### src/rtl/conv2x2_window_gen_if.sv
// Pixel-in / window-out handshake bundle for conv2x2_window_gen.
// The master side drives pixels and window_ready; the slave side is the window generator.
interface conv2x2_window_gen_if;
  logic [7:0]  in_data;
  logic        in_sof;
  logic        in_valid;
  logic        in_ready;
  logic [31:0] win_data;
  logic        win_valid;
  logic        win_ready;
  logic        win_last;

  modport master (
    output in_data, in_sof, in_valid, win_ready,
    input  in_ready, win_data, win_valid, win_last
  );

  modport slave (
    input  in_data, in_sof, in_valid, win_ready,
    output in_ready, win_data, win_valid, win_last
  );
endinterface

### src/rtl/conv2x2_window_gen.sv
// 2x2 window generator: one-row line buffer plus a single registered window output.
// Define CONV2X2_ZERO_PAD_EN to emit a zero-padded window for every accepted pixel.
module conv2x2_window_gen #(
  parameter int unsigned IMG_WIDTH  = 8,
  parameter int unsigned IMG_HEIGHT = 8
) (
  input  logic                 clk,
  input  logic                 rst_n,
  conv2x2_window_gen_if.slave  px_if
);

  localparam int unsigned COL_W = (IMG_WIDTH  > 1) ? $clog2(IMG_WIDTH)  : 1;
  localparam int unsigned ROW_W = (IMG_HEIGHT > 1) ? $clog2(IMG_HEIGHT) : 1;
  localparam logic [COL_W-1:0] COL_LAST = COL_W'(IMG_WIDTH - 1);
  localparam logic [ROW_W-1:0] ROW_LAST = ROW_W'(IMG_HEIGHT - 1);

  // Byte layout of the convolution stage input register, MSB first.
  typedef struct packed {
    logic [7:0] br;
    logic [7:0] bl;
    logic [7:0] tr;
    logic [7:0] tl;
  } win_t;

  logic [COL_W-1:0] col_q, col_d, eff_col_c;
  logic [ROW_W-1:0] row_q, row_d, eff_row_c;
  logic [7:0]       prev_top_q, prev_top_d;
  logic [7:0]       prev_cur_q, prev_cur_d;
  logic [7:0]       lb_q [IMG_WIDTH];
  logic [7:0]       above_c;
  win_t             win_q, win_d;
  logic             win_valid_q, win_valid_d;
  logic             win_last_q, win_last_d;
  logic             in_ready_c, accept_c, load_c;

  assign px_if.in_ready  = in_ready_c;
  assign px_if.win_data  = win_q;
  assign px_if.win_valid = win_valid_q;
  assign px_if.win_last  = win_last_q;

  // A sof pixel restarts the frame at (0,0) whatever the counters hold.
  always_comb begin
    in_ready_c = !win_valid_q || px_if.win_ready;
    accept_c   = px_if.in_valid && in_ready_c;
    eff_col_c  = px_if.in_sof ? '0 : col_q;
    eff_row_c  = px_if.in_sof ? '0 : row_q;
    above_c    = lb_q[eff_col_c];
`ifdef CONV2X2_ZERO_PAD_EN
    load_c     = accept_c;
`else
    load_c     = accept_c && (eff_row_c != '0) && (eff_col_c != '0);
`endif
  end

  always_comb begin
    col_d       = col_q;
    row_d       = row_q;
    prev_top_d  = prev_top_q;
    prev_cur_d  = prev_cur_q;
    win_d       = win_q;
    win_valid_d = win_valid_q;
    win_last_d  = win_last_q;

    if (win_valid_q && px_if.win_ready) begin
      win_valid_d = 1'b0;
    end

    if (accept_c) begin
      prev_top_d = above_c;
      prev_cur_d = px_if.in_data;
      if (eff_col_c == COL_LAST) begin
        col_d = '0;
        row_d = (eff_row_c == ROW_LAST) ? '0 : eff_row_c + ROW_W'(1);
      end else begin
        col_d = eff_col_c + COL_W'(1);
        row_d = eff_row_c;
      end
    end

    if (load_c) begin
      win_d.br    = px_if.in_data;
`ifdef CONV2X2_ZERO_PAD_EN
      win_d.bl    = (eff_col_c == '0) ? 8'h00 : prev_cur_q;
      win_d.tr    = (eff_row_c == '0) ? 8'h00 : above_c;
      win_d.tl    = ((eff_col_c == '0) || (eff_row_c == '0)) ? 8'h00 : prev_top_q;
`else
      win_d.bl    = prev_cur_q;
      win_d.tr    = above_c;
      win_d.tl    = prev_top_q;
`endif
      win_valid_d = 1'b1;
      win_last_d  = (eff_row_c == ROW_LAST) && (eff_col_c == COL_LAST);
    end
  end

  always_ff @(posedge clk or negedge rst_n) begin
    if (!rst_n) begin
      col_q       <= '0;
      row_q       <= '0;
      prev_top_q  <= '0;
      prev_cur_q  <= '0;
      win_q       <= '0;
      win_valid_q <= 1'b0;
      win_last_q  <= 1'b0;
    end else begin
      col_q       <= col_d;
      row_q       <= row_d;
      prev_top_q  <= prev_top_d;
      prev_cur_q  <= prev_cur_d;
      win_q       <= win_d;
      win_valid_q <= win_valid_d;
      win_last_q  <= win_last_d;
    end
  end

  // Line buffer needs no reset: a slot is always written before it forms part of a window.
  always_ff @(posedge clk) begin
    if (accept_c) begin
      lb_q[eff_col_c] <= px_if.in_data;
    end
  end

endmodule

### src/flat_wrapper.sv
// flat-port wrapper written by rule: the top's interface ports become plain ports
module conv2x2_window_gen_flat 
#(
  parameter int unsigned IMG_WIDTH  = 8,
  parameter int unsigned IMG_HEIGHT = 8
)
  (clk, rst_n, px_if_in_data, px_if_in_sof, px_if_in_valid, px_if_win_ready, px_if_in_ready, px_if_win_data, px_if_win_valid, px_if_win_last);
  conv2x2_window_gen_if px_if_i ();
  input  logic clk;
  input  logic rst_n;
  input wire logic [$bits(px_if_i.in_data)-1:0] px_if_in_data;
  input wire logic [$bits(px_if_i.in_sof)-1:0] px_if_in_sof;
  input wire logic [$bits(px_if_i.in_valid)-1:0] px_if_in_valid;
  input wire logic [$bits(px_if_i.win_ready)-1:0] px_if_win_ready;
  output wire logic [$bits(px_if_i.in_ready)-1:0] px_if_in_ready;
  output wire logic [$bits(px_if_i.win_data)-1:0] px_if_win_data;
  output wire logic [$bits(px_if_i.win_valid)-1:0] px_if_win_valid;
  output wire logic [$bits(px_if_i.win_last)-1:0] px_if_win_last;
  assign px_if_i.in_data = px_if_in_data;
  assign px_if_i.in_sof = px_if_in_sof;
  assign px_if_i.in_valid = px_if_in_valid;
  assign px_if_i.win_ready = px_if_win_ready;
  assign px_if_in_ready = px_if_i.in_ready;
  assign px_if_win_data = px_if_i.win_data;
  assign px_if_win_valid = px_if_i.win_valid;
  assign px_if_win_last = px_if_i.win_last;
  conv2x2_window_gen #(.IMG_WIDTH(IMG_WIDTH), .IMG_HEIGHT(IMG_HEIGHT)) u_core (.clk(clk), .rst_n(rst_n), .px_if(px_if_i));
endmodule
### config.mk
export PLATFORM = sky130hd
export DESIGN_NAME = conv2x2_window_gen_flat
export DESIGN_NICKNAME = d
export VERILOG_FILES = /design/src/rtl/conv2x2_window_gen_if.sv /design/src/rtl/conv2x2_window_gen.sv /design/src/flat_wrapper.sv
export SDC_FILE = /design/constraint.sdc
export NUM_CORES = 1
export LEC_CHECK = 0
export CORE_MARGIN = 2
export CORE_UTILIZATION = 60
export DETAILED_ROUTE_END_ITERATION = 8
export GPL_TIMING_DRIVEN = 1
export PLACE_DENSITY = 0.79
export SYNTH_ARGS = -nofsm -noshare
export SYNTH_HDL_FRONTEND = slang
export SYNTH_SLANG_ARGS = --single-unit
### constraint.sdc
create_clock -name clk -period 4.21 [get_ports clk]
set_input_delay 0.842 -clock clk [delete_from_list [all_inputs] [get_ports clk]]
set_output_delay 0.842 -clock clk [all_outputs]
set_load 0.02 [all_outputs]
==> summary.md <==
| Metric | Value |
|---|---|
| Placed Cells | `467` |
| Avg Cell Area, Syn | `between 10 and 15 um2` |
| Die footprint | `approximately 9000 um2` |
| Met2 GRT Util | `about two fifths` |
| Final core occ | `between 70% and 80%` |
| Yosys reg bits | `120` |
| Worst hold path class | `input pin to async pin` |
| Run status | `completed` |
| P per Cell Area | `just under 600 nW/um2` |
| Fmax | `approximately 340 MHz` |
| Die width | `approximately 94 um` |
| Fin crit share | `69.98%` |
| Row count | `32` |
| Post-Syn Nets | `between 300 and 400` |
| # hold bufs at CTS | `0` |
| CTS resizes | `0` |
| Via/cell ratio | `5.749` |
| Multi-input gate area | `between 1000 and 1500 um2` |
| Diode count | `0` |
| Critical path endpoint category | `register` |
| Setup WS post-layout | `about 1.3 ns` |
| CTS tree | `built` |
| Seq/Total Area, Yosys | `about two thirds` |
| Min cycle time layout | `2.946 ns` |
| Hold Vio Cnt, Final | `0` |
| Critical path arrival | `roughly 3.3 ns` |
| Layout cells sized above 1 | `18.39%` |
| Initial antenna violation count | `0` |
| RSZ-0062 raised after global routing | `false` |
| Routability cong. | `a little under 0.8` |
| Busiest grt layer | `met2` |
| Layout Nets | `403` |
| Layout Area Growth over Synthesis | `22.92%` |
| Chip Height | `around 94 um` |
| CTS root buffer | `clkbuf_8` |
| Yosys warning count | `0` |
| Fill cells | `between 400 and 500` |
| DRC violations left | `0` |
| Tot Pwr | `3.479 mW` |
| Post-route setup TNS | `0 ns` |
| Wire per inst | `approximately 20 um` |
| Crit Path Max Fanout | `34` |
| Initial Util | `between 60 and 70%` |
| Post-CTS Setup Repair Bufs | `0` |
| Cell Area, Synth | `slightly below 5000 um2` |
| Clock Path Buffers | `2` |
| Crit path max-delay cell type | `clkdlybuf4s50_1` |
| H-tree level count | `4` |
| Largest net degree at the start of global routing | `36` |
| Grt met1 use | `a little under a third` |
| Final wirelength | `a little under 10 mm` |
| Clock Sinks | `between 100 and 150` |
| # port buffers | `between 40 and 50` |
| Maximum VDD drop | `0.0003206 V` |
| Worst Path Required | `4.59 ns` |
| Max-cap viol count | `0` |
| Dpl ws | `approximately 0.76 ns` |
| Worst-path cell chain | `clkdlybuf4s50_1 > nand2b_4 > ha_1 > inv_1 > o221ai_4 > buf_4 > mux2_2` |
| Total CTS buffers | `17` |
| Setup Skew | `about 0.015 ns` |
| Flip-flop and latch area | `3323 um2` |
| Fin cells | `approximately 500` |
| DRT iter0 DRCs | `around 230` |
| First-pass GRT wire length | `15.57 mm` |
| TritonRoute pass-1 iters | `5` |
| Io pins | `48` |
| Leakage | `2.712 nW` |
| Worst-margin pin slew | `0.8504 ns` |
| Clock transition at path regs | `about 0.06 ns` |
| Clock Latency Late Sink | `0.51 ns` |
| Final hold slack | `0.4210 ns` |
| Max incr delay on CP | `0.87 ns` |
| Synth Instances | `approximately 330` |
| Detailed-route via count | `roughly 2900` |
| WS Path Type | `input pin to register` |
| Core area | `between 7000 and 8000 um2` |
| Total gr overflow | `0` |
| Max Slew Vio Count | `0` |
| Setup Viol. Count Final | `0` |
| Dpl hpwl | `approximately 6 mm` |
| GRT met3 Usage | `under 10%` |
| Distinct cell type count of the synthesized netlist | `31` |
| Gr usage total | `24.28%` |
| Worst slew margin | `a little over two fifths` |
| Vias in the first global route | `between 3000 and 4000` |
| Fin area | `6018 um2` |
| Placement Cell Area | `between 5000 and 6000 um2` |
| Routed Antenna Nets | `0` |
| Critical Path Source Type | `input pin` |
[layer usage]
layer / up-vias / share of wire [%] / wire length (um)
met1: 1446 / 40 / 3953
met3: 16 / 4.8 / 475
li1: 1306 / - / -
met4: 0 / 2.2 / 211
met5: - / 0 / 0
met2: 101 / 53 / 5154
[synth_stat cells]
| cell type | n | area, um2 |
|---|---|---|
| edfxtp_1 | 64 | 1922 |
| mux2_2 | 10 | 112.6 |
| inv_1 | 12 | 45.04 |
| nor2_1 | 12 | 45.04 |
| o211ai_1 | 1 | 7.510 |
| mux2i_1 | 30 | 300.3 |
| nor3_1 | 2 | 10.01 |
| o21a_1 | 1 | 7.510 |
| nand2_1 | 44 | 165.2 |
| buf_6 | 6 | 67.56 |
| a211oi_1 | 5 | 37.54 |
| o21ai_0 | 9 | 45.04 |
| nand3_1 | 1 | 5.000 |
| a211o_1 | 3 | 26.28 |
| o22ai_1 | 8 | 50.05 |
| a32o_1 | 2 | 20.02 |
| and2_1 | 1 | 6.260 |
| nand2b_4 | 2 | 27.53 |
| nor2b_2 | 2 | 17.52 |
| ha_1 | 6 | 75.07 |
| mux2_4 | 20 | 300.3 |
| nand3b_1 | 1 | 7.510 |
| clkbuf_1 | 3 | 11.26 |
| inv_4 | 1 | 6.260 |
| o221ai_2 | 1 | 15.01 |
| buf_2 | 6 | 30.03 |
| or3b_1 | 2 | 17.52 |
| dfrtp_1 | 56 | 1401 |
| a22o_1 | 8 | 70.07 |
| a21oi_1 | 5 | 25.02 |
| nand2b_1 | 3 | 18.77 |
[final cells by class]
type	count	share of cell area, %
Clock inverter	14	2.723
Multi-Input combinational cell	179	23.66
Clock buffer	18	6.944
Timing Repair Buffer	53	8.482
Sequential cell	120	55.22
Tap cell	102	2.121
Inverter	13	0.8524
[power by group]
group          switching (mW)  leakage [nW]  internal (mW)
clock                   0.541         0.283          0.859
sequential             0.0919          1.29           1.38
combinational           0.300          1.14          0.309
total                   0.933          2.71           2.55
[sequential cells by signal (all words and copies together) (netlist names)]
signal,cells
u_core.px_if.win_valid,1
u_core.px_if.win_last,1
u_core.col_q,3
u_core.prev_cur_q,8
u_core.prev_top_q,8
u_core.row_q,3
u_core.px_if.win_data,32
u_core.lb_q,64
[critical path, delay by kind of cell]
family | cells | cell delay [ns]
buffers and inverters | 3 | 1.44
multiplexers | 1 | 0.40
AND/OR/NAND/NOR | 1 | 0.28
AO/OA/AOI/OAI | 1 | 0.18
adder cells (fa/ha/maj) | 1 | 0.16
[placed cells by master, fill, tap and decap left out, types with 3 or more instances in the layout]
master	instances
edfxtp_1	64
dfrtp_1	56
clkdlybuf4s50_1	46
nand2_1	44
mux2i_1	30
mux2_4	20
clkbuf_16	16
inv_1	12
nor2_1	12
mux2_2	10
o21ai_0	9
a22o_1	8
o22ai_1	8
ha_1	6
buf_4	6
a211oi_1	5
a21oi_1	5
inv_6	5
nand2b_1	3
a211o_1	3
clkinv_4	3
[worst paths after layout]
path | endpoint | from | slack (ns) | cells after the start
max in group asynchronous | u_core.prev_cur_q[1] | rst_n | 2.99 | 2
hold reg to reg | u_core.prev_cur_q[2] | u_core.prev_cur_q[2] | 0.47 | 2
min in group clk | u_core.prev_cur_q[2] | u_core.prev_cur_q[2] | 0.47 | 2
hold / removal | u_core.px_if.win_data[5] | rst_n | 0.42 | 1
setup reg to reg | u_core.px_if.win_data[12] | u_core.col_q[0] | 1.82 | 5
setup / recovery | u_core.px_if.win_data[2] | px_if_in_sof | 1.26 | 7
[logic make-up (layout without fill, tap and decap cells)]
logic type	count (synthesis)	after routing	share of synthesized area, %
multiplexers	60	60	14.57
flip-flops	120	120	67.88
buffers and inverters	28	98	3.271
adder cells (fa/ha/maj)	6	6	1.533
AND/OR/NAND/NOR	70	70	6.543
AO/OA/AOI/OAI	43	43	6.210
Power figures use the tool's default switching activity.
==> RTL change 1 (same flow settings) <==
The option `CONV2X2_ZERO_PAD_EN` is turned on by a define.
--- a/src/rtl/conv2x2_window_gen.sv
+++ b/src/rtl/conv2x2_window_gen.sv
@@ -2,2 +2,4 @@
 // Define CONV2X2_ZERO_PAD_EN to emit a zero-padded window for every accepted pixel.
+`define CONV2X2_ZERO_PAD_EN
+
 module conv2x2_window_gen #(
Check against the original RTL: not equivalent (Yosys sat finds a counterexample within 4 cycles, from zero or initial values and one cycle with rst_n low).
==> RTL change 1 against the unedited design <==
Total power shrank 31%; clock skew is essentially flat; wire length shrank 12%; cell area shrank 14%; synthesized area shrank 9.0%; maximum frequency grew 1.1%; register-to-register slack lost 0.02 ns; critical path depth shrank 4; sequential cell count shrank 8; non-clock buffer count grew 5; setup slack gained 0.031 ns; first-iteration DRC count shrank 5.8%; count of clock-buffer cells in the layout shrank 9.
==> RTL change 1: results (changes against the unedited design) <==
ROUTE
-------------------------------------------------------------------------------
Number of DRC markers after the initial detailed-route iteration            213   -5.8%
Wire length per cell                                                    18.8 µm   -4.2%
First-pass iteration count of the detailed router                             4   -1

FINISH
-------------------------------------------------------------------------------
Share of cells above drive strength 1                                     0.109   -0.0752
Fill cell count                                                             480   +6.7%

WORST SETUP PATH
-------------------------------------------------------------------------------
Worst setup path endpoint                                          px_if_in_ready
Launching element of the worst setup path                          px_if_win_ready
Maximum fanout encountered on the critical timing path                        5   -85%
Endpoint of the lowest-slack register-to-register path             u_core.lb_q[5][1]
Depth of the worst register-to-register path                                  3   -2
Data arrival time of the worst path                                     2.07 ns   -1.26 ns
R2R Setup Slk                                                           1.80 ns   -0.02 ns
Max stage delay on crit path                                            0.63 ns   -0.24 ns

TIMING
-------------------------------------------------------------------------------
Max-slew headroom at the worst pin                                        0.268   -0.165
Final hold slack                                                       0.493 ns   +0.0719 ns
Post-Route Skew                                                       0.0147 ns   -0.000429 ns

PLACED DESIGN
-------------------------------------------------------------------------------
Placed instance count                                                       442   -5.4%
Setup Slack @ Placement                                                0.975 ns   +0.215 ns
Estimated wirelength of the detail-placed design                        5.74 mm   -3.6%
Final weighted congestion in routability-driven placement                 0.847   +7.1%

GLOBAL ROUTING
-------------------------------------------------------------------------------
Combined global-route utilization of all metal layers                     0.228   -0.0144
Number of global-route vias before repair                                  2617   -15%

LOGIC SYNTHESIS
-------------------------------------------------------------------------------
Async set or reset register ratio after synthesis                         0.429   -0.0381
Avg Inst Size Synth                                                    14.7 µm²   -2.1%
Sequential-to-total area share from yosys stat                            0.701   +0.0224
Yosys cell types                                                             44   +42%
Mapped Nets                                                                 319   -7.8%
Leading post-synthesis cells by cell area                          sky130_fd_sc_hd__edfxtp_1 43%, sky130_fd_sc_hd__dfrtp_1 27%, sky130_fd_sc_hd__a22o_1 5.7%

POWER
-------------------------------------------------------------------------------
Lkg Pwr                                                                 2.02 nW   -25%
Maximum VDD drop                                                     0.000308 V   -3.8%
PwrDens                                                              460 nW/µm²   -20%

CLOCK NETWORK
-------------------------------------------------------------------------------
Clock latency reported for the late side of the worst-skew pair         0.38 ns   -0.13 ns
CTS buffer count                                                              9   -8

RUN STATUS
-------------------------------------------------------------------------------
Status                                                             complete, no violations

RTL change 1: changes by cell type after synthesis, moves of 5 or more:
| cell | unedited run | this run |
|---|---|---|
| sky130_fd_sc_hd__inv_1 | 12 | 3 |
| sky130_fd_sc_hd__mux2_2 | 10 | 4 |
| sky130_fd_sc_hd__o21ai_0 | 9 | 14 |
| sky130_fd_sc_hd__a211oi_1 | 5 | 0 |
| sky130_fd_sc_hd__mux2i_1 | 30 | 8 |
| sky130_fd_sc_hd__mux2_4 | 20 | 1 |
| sky130_fd_sc_hd__nand2_1 | 44 | 38 |
| sky130_fd_sc_hd__a22o_1 | 8 | 29 |
| sky130_fd_sc_hd__dfrtp_1 | 56 | 48 |
RTL change 1: kinds of logic (layout without fill, tap and decap cells):
kind of cell               count (synthesis)  after routing  synth area share
and+or+nand+nor                           78             78            0.0812
DFF                                      112            112             0.701
muxes                                     19             19            0.0635
buffers and inverters                     23             78            0.0303
adders and majority gates                  2              2           0.00562
AOI/OAI and AO/OA                         70             70             0.118
RTL change 1: routing by layer:
metal	vias to the layer above	wire [µm]	global-route usage
met4	0	182	0.0821
li1	1241	-	-
met2	83	4050	0.345
met5	-	0	0
met3	15	518	0.0562
met1	1336	3870	0.330
RTL change 1: layout make-up:
type	instances	area share
repair buffers	58	0.105
clock buffers	9	0.0238
clock inverters	7	0.0125
well taps	99	0.0238
flip-flops and latches	112	0.601
multi-input cells	169	0.230
inverters	4	0.00289
RTL change 1: power breakdown:
part	internal, W	switching [W]	total, W	leakage (nW)
clock	0.000227	0.000376	0.000603	0.0871
combinational	0.000213	0.000227	0.000441	0.734
sequential	0.00125	0.0000978	0.00135	1.20
RTL change 1: worst reg2reg max path: cells and delay by family, from the launching register on:
kind          cells  cell delay, ns
simple gates      2            0.79
buf+inv           1            0.26
flops             1            1.08
==> RTL change 2 (same flow settings) <==
Made on the original files. Reset style: synchronous (`rst_n`), changed in one clocked block.
--- a/src/rtl/conv2x2_window_gen.sv
+++ b/src/rtl/conv2x2_window_gen.sv
@@ -95,3 +95,3 @@
 
-  always_ff @(posedge clk or negedge rst_n) begin
+  always_ff @(posedge clk) begin
     if (!rst_n) begin
Formal check against the unedited RTL: same outputs for any inputs over 10 cycles, from zero or initial values and one cycle with rst_n low; that may be too few to reach the edited logic, so the function may still have changed.
==> RTL change 2 against the unedited design <==
Worst hold slack gained 0.043 ns; final cell count rose by 11%; cell area down 3.3%; highest routed layer unchanged; via count rose by 20%; clock skew down 0.0082 ns; sequential cell count did not move; setup slack got worse by 0.27 ns; maximum frequency fell by 8.3%; synthesized area shrank 4.2%; wire length grew 9.4%; register-to-register slack worse by 0.02 ns; die area shrank 4.0%.
Power is not compared: it rests on default switching activity, and its combinational part moved more than twofold at a synthesized area within 25%.
==> RTL change 2: results (changes against the unedited design) <==
RUN STATUS
-----------------------------------------------------------------------------------------------------
Status                                                                                   complete, no violations

WORST SETUP PATH
-----------------------------------------------------------------------------------------------------
Data arrival time of the worst path                                                           2.37 ns   -0.96 ns
Maximum fanout encountered on the critical timing path                                              4   -88%
Launching element of the worst setup path                                                px_if_win_ready
Max stage delay on crit path                                                                  0.57 ns   -0.30 ns
R2R Path Start                                                                           u_core.col_q[0]
R2R Setup Slk                                                                                 1.80 ns   -0.02 ns

PLACED DESIGN
-----------------------------------------------------------------------------------------------------
Setup Slack @ Placement                                                                      0.750 ns   -0.0101 ns
Final weighted congestion in routability-driven placement                                       0.818   +3.4%
Placed instance count                                                                             524   +12%
Estimated wirelength of the detail-placed design                                              6.55 mm   +10%

LOGIC SYNTHESIS
-----------------------------------------------------------------------------------------------------
List of most frequent post-synthesis cells                                               64 x sky130_fd_sc_hd__edfxtp_1, 56 x sky130_fd_sc_hd__dfxtp_1, 44 x sky130_fd_sc_hd__a21oi_1
Leading post-synthesis cells by cell area                                                sky130_fd_sc_hd__edfxtp_1 41%, sky130_fd_sc_hd__dfxtp_1 24%, sky130_fd_sc_hd__a21oi_1 4.7%
Number of instances in the synthesized netlist                                                    395   +21%
Post-synthesis share of cell area spent on full adders, half adders and majority gates         0.0160   +0.000675
Async set or reset register ratio after synthesis                                                   0   -0.467
Mapped Nets                                                                                       414   +20%

TIMING
-----------------------------------------------------------------------------------------------------
Max-slew headroom at the worst pin                                                              0.475   +0.0419

ROUTE
-----------------------------------------------------------------------------------------------------
Vias after detailed routing                                                                      3431   +20%
Total wire length after detailed routing                                                      10.7 mm   +9.4%
First-pass iteration count of the detailed router                                                   6   +1

GLOBAL ROUTING
-----------------------------------------------------------------------------------------------------
Number of global-route vias before repair                                                        3384   +10%
Global-route wire length before repair                                                        17.1 mm   +10%
Combined global-route utilization of all metal layers                                           0.265   +0.0223

FINISH
-----------------------------------------------------------------------------------------------------
Net total in the final layout                                                                     460   +14%
Final Instance Count excl. Fillers                                                                556   +11%

WORST HOLD PATH
-----------------------------------------------------------------------------------------------------
Tightest Hold Check Type                                                                   reg -> reg

==> RTL change 2: layer usage <==
metal / vias to the layer above / track usage / wire length (µm)
met4: 0 / 0.0933 / 176
li1: 1580 / - / -
met3: 20 / 0.0773 / 725
met5: - / 0 / 0
met1: 1681 / 0.328 / 4460
met2: 150 / 0.445 / 5350
==> RTL change 2: cell type report <==
cell class                      count  area (µm²)  area share
Multi-Input combinational cell    237        1490       0.255
Inverter                           10        37.5     0.00645
Clock buffer                       23         513      0.0882
Sequential cell                   120        3040       0.523
Tap cell                          102         128      0.0219
Timing Repair Buffer               55         531      0.0912
Clock inverter                      9        82.6      0.0142
==> RTL change 2: power by group through the flow <==
stage | sequential [W] | combinational, W | clock (W)
after detailed placement | 0.00129 | 0.000122 | 0
after global routing | 0.00126 | 0.000137 | 0.00148
after global placement | 0.00129 | 0.000120 | 0
final | 0.00126 | 0.000126 | 0.00141
after floorplan | 0.00128 | 0.0000800 | 0
after CTS | 0.00126 | 0.000125 | 0.00142
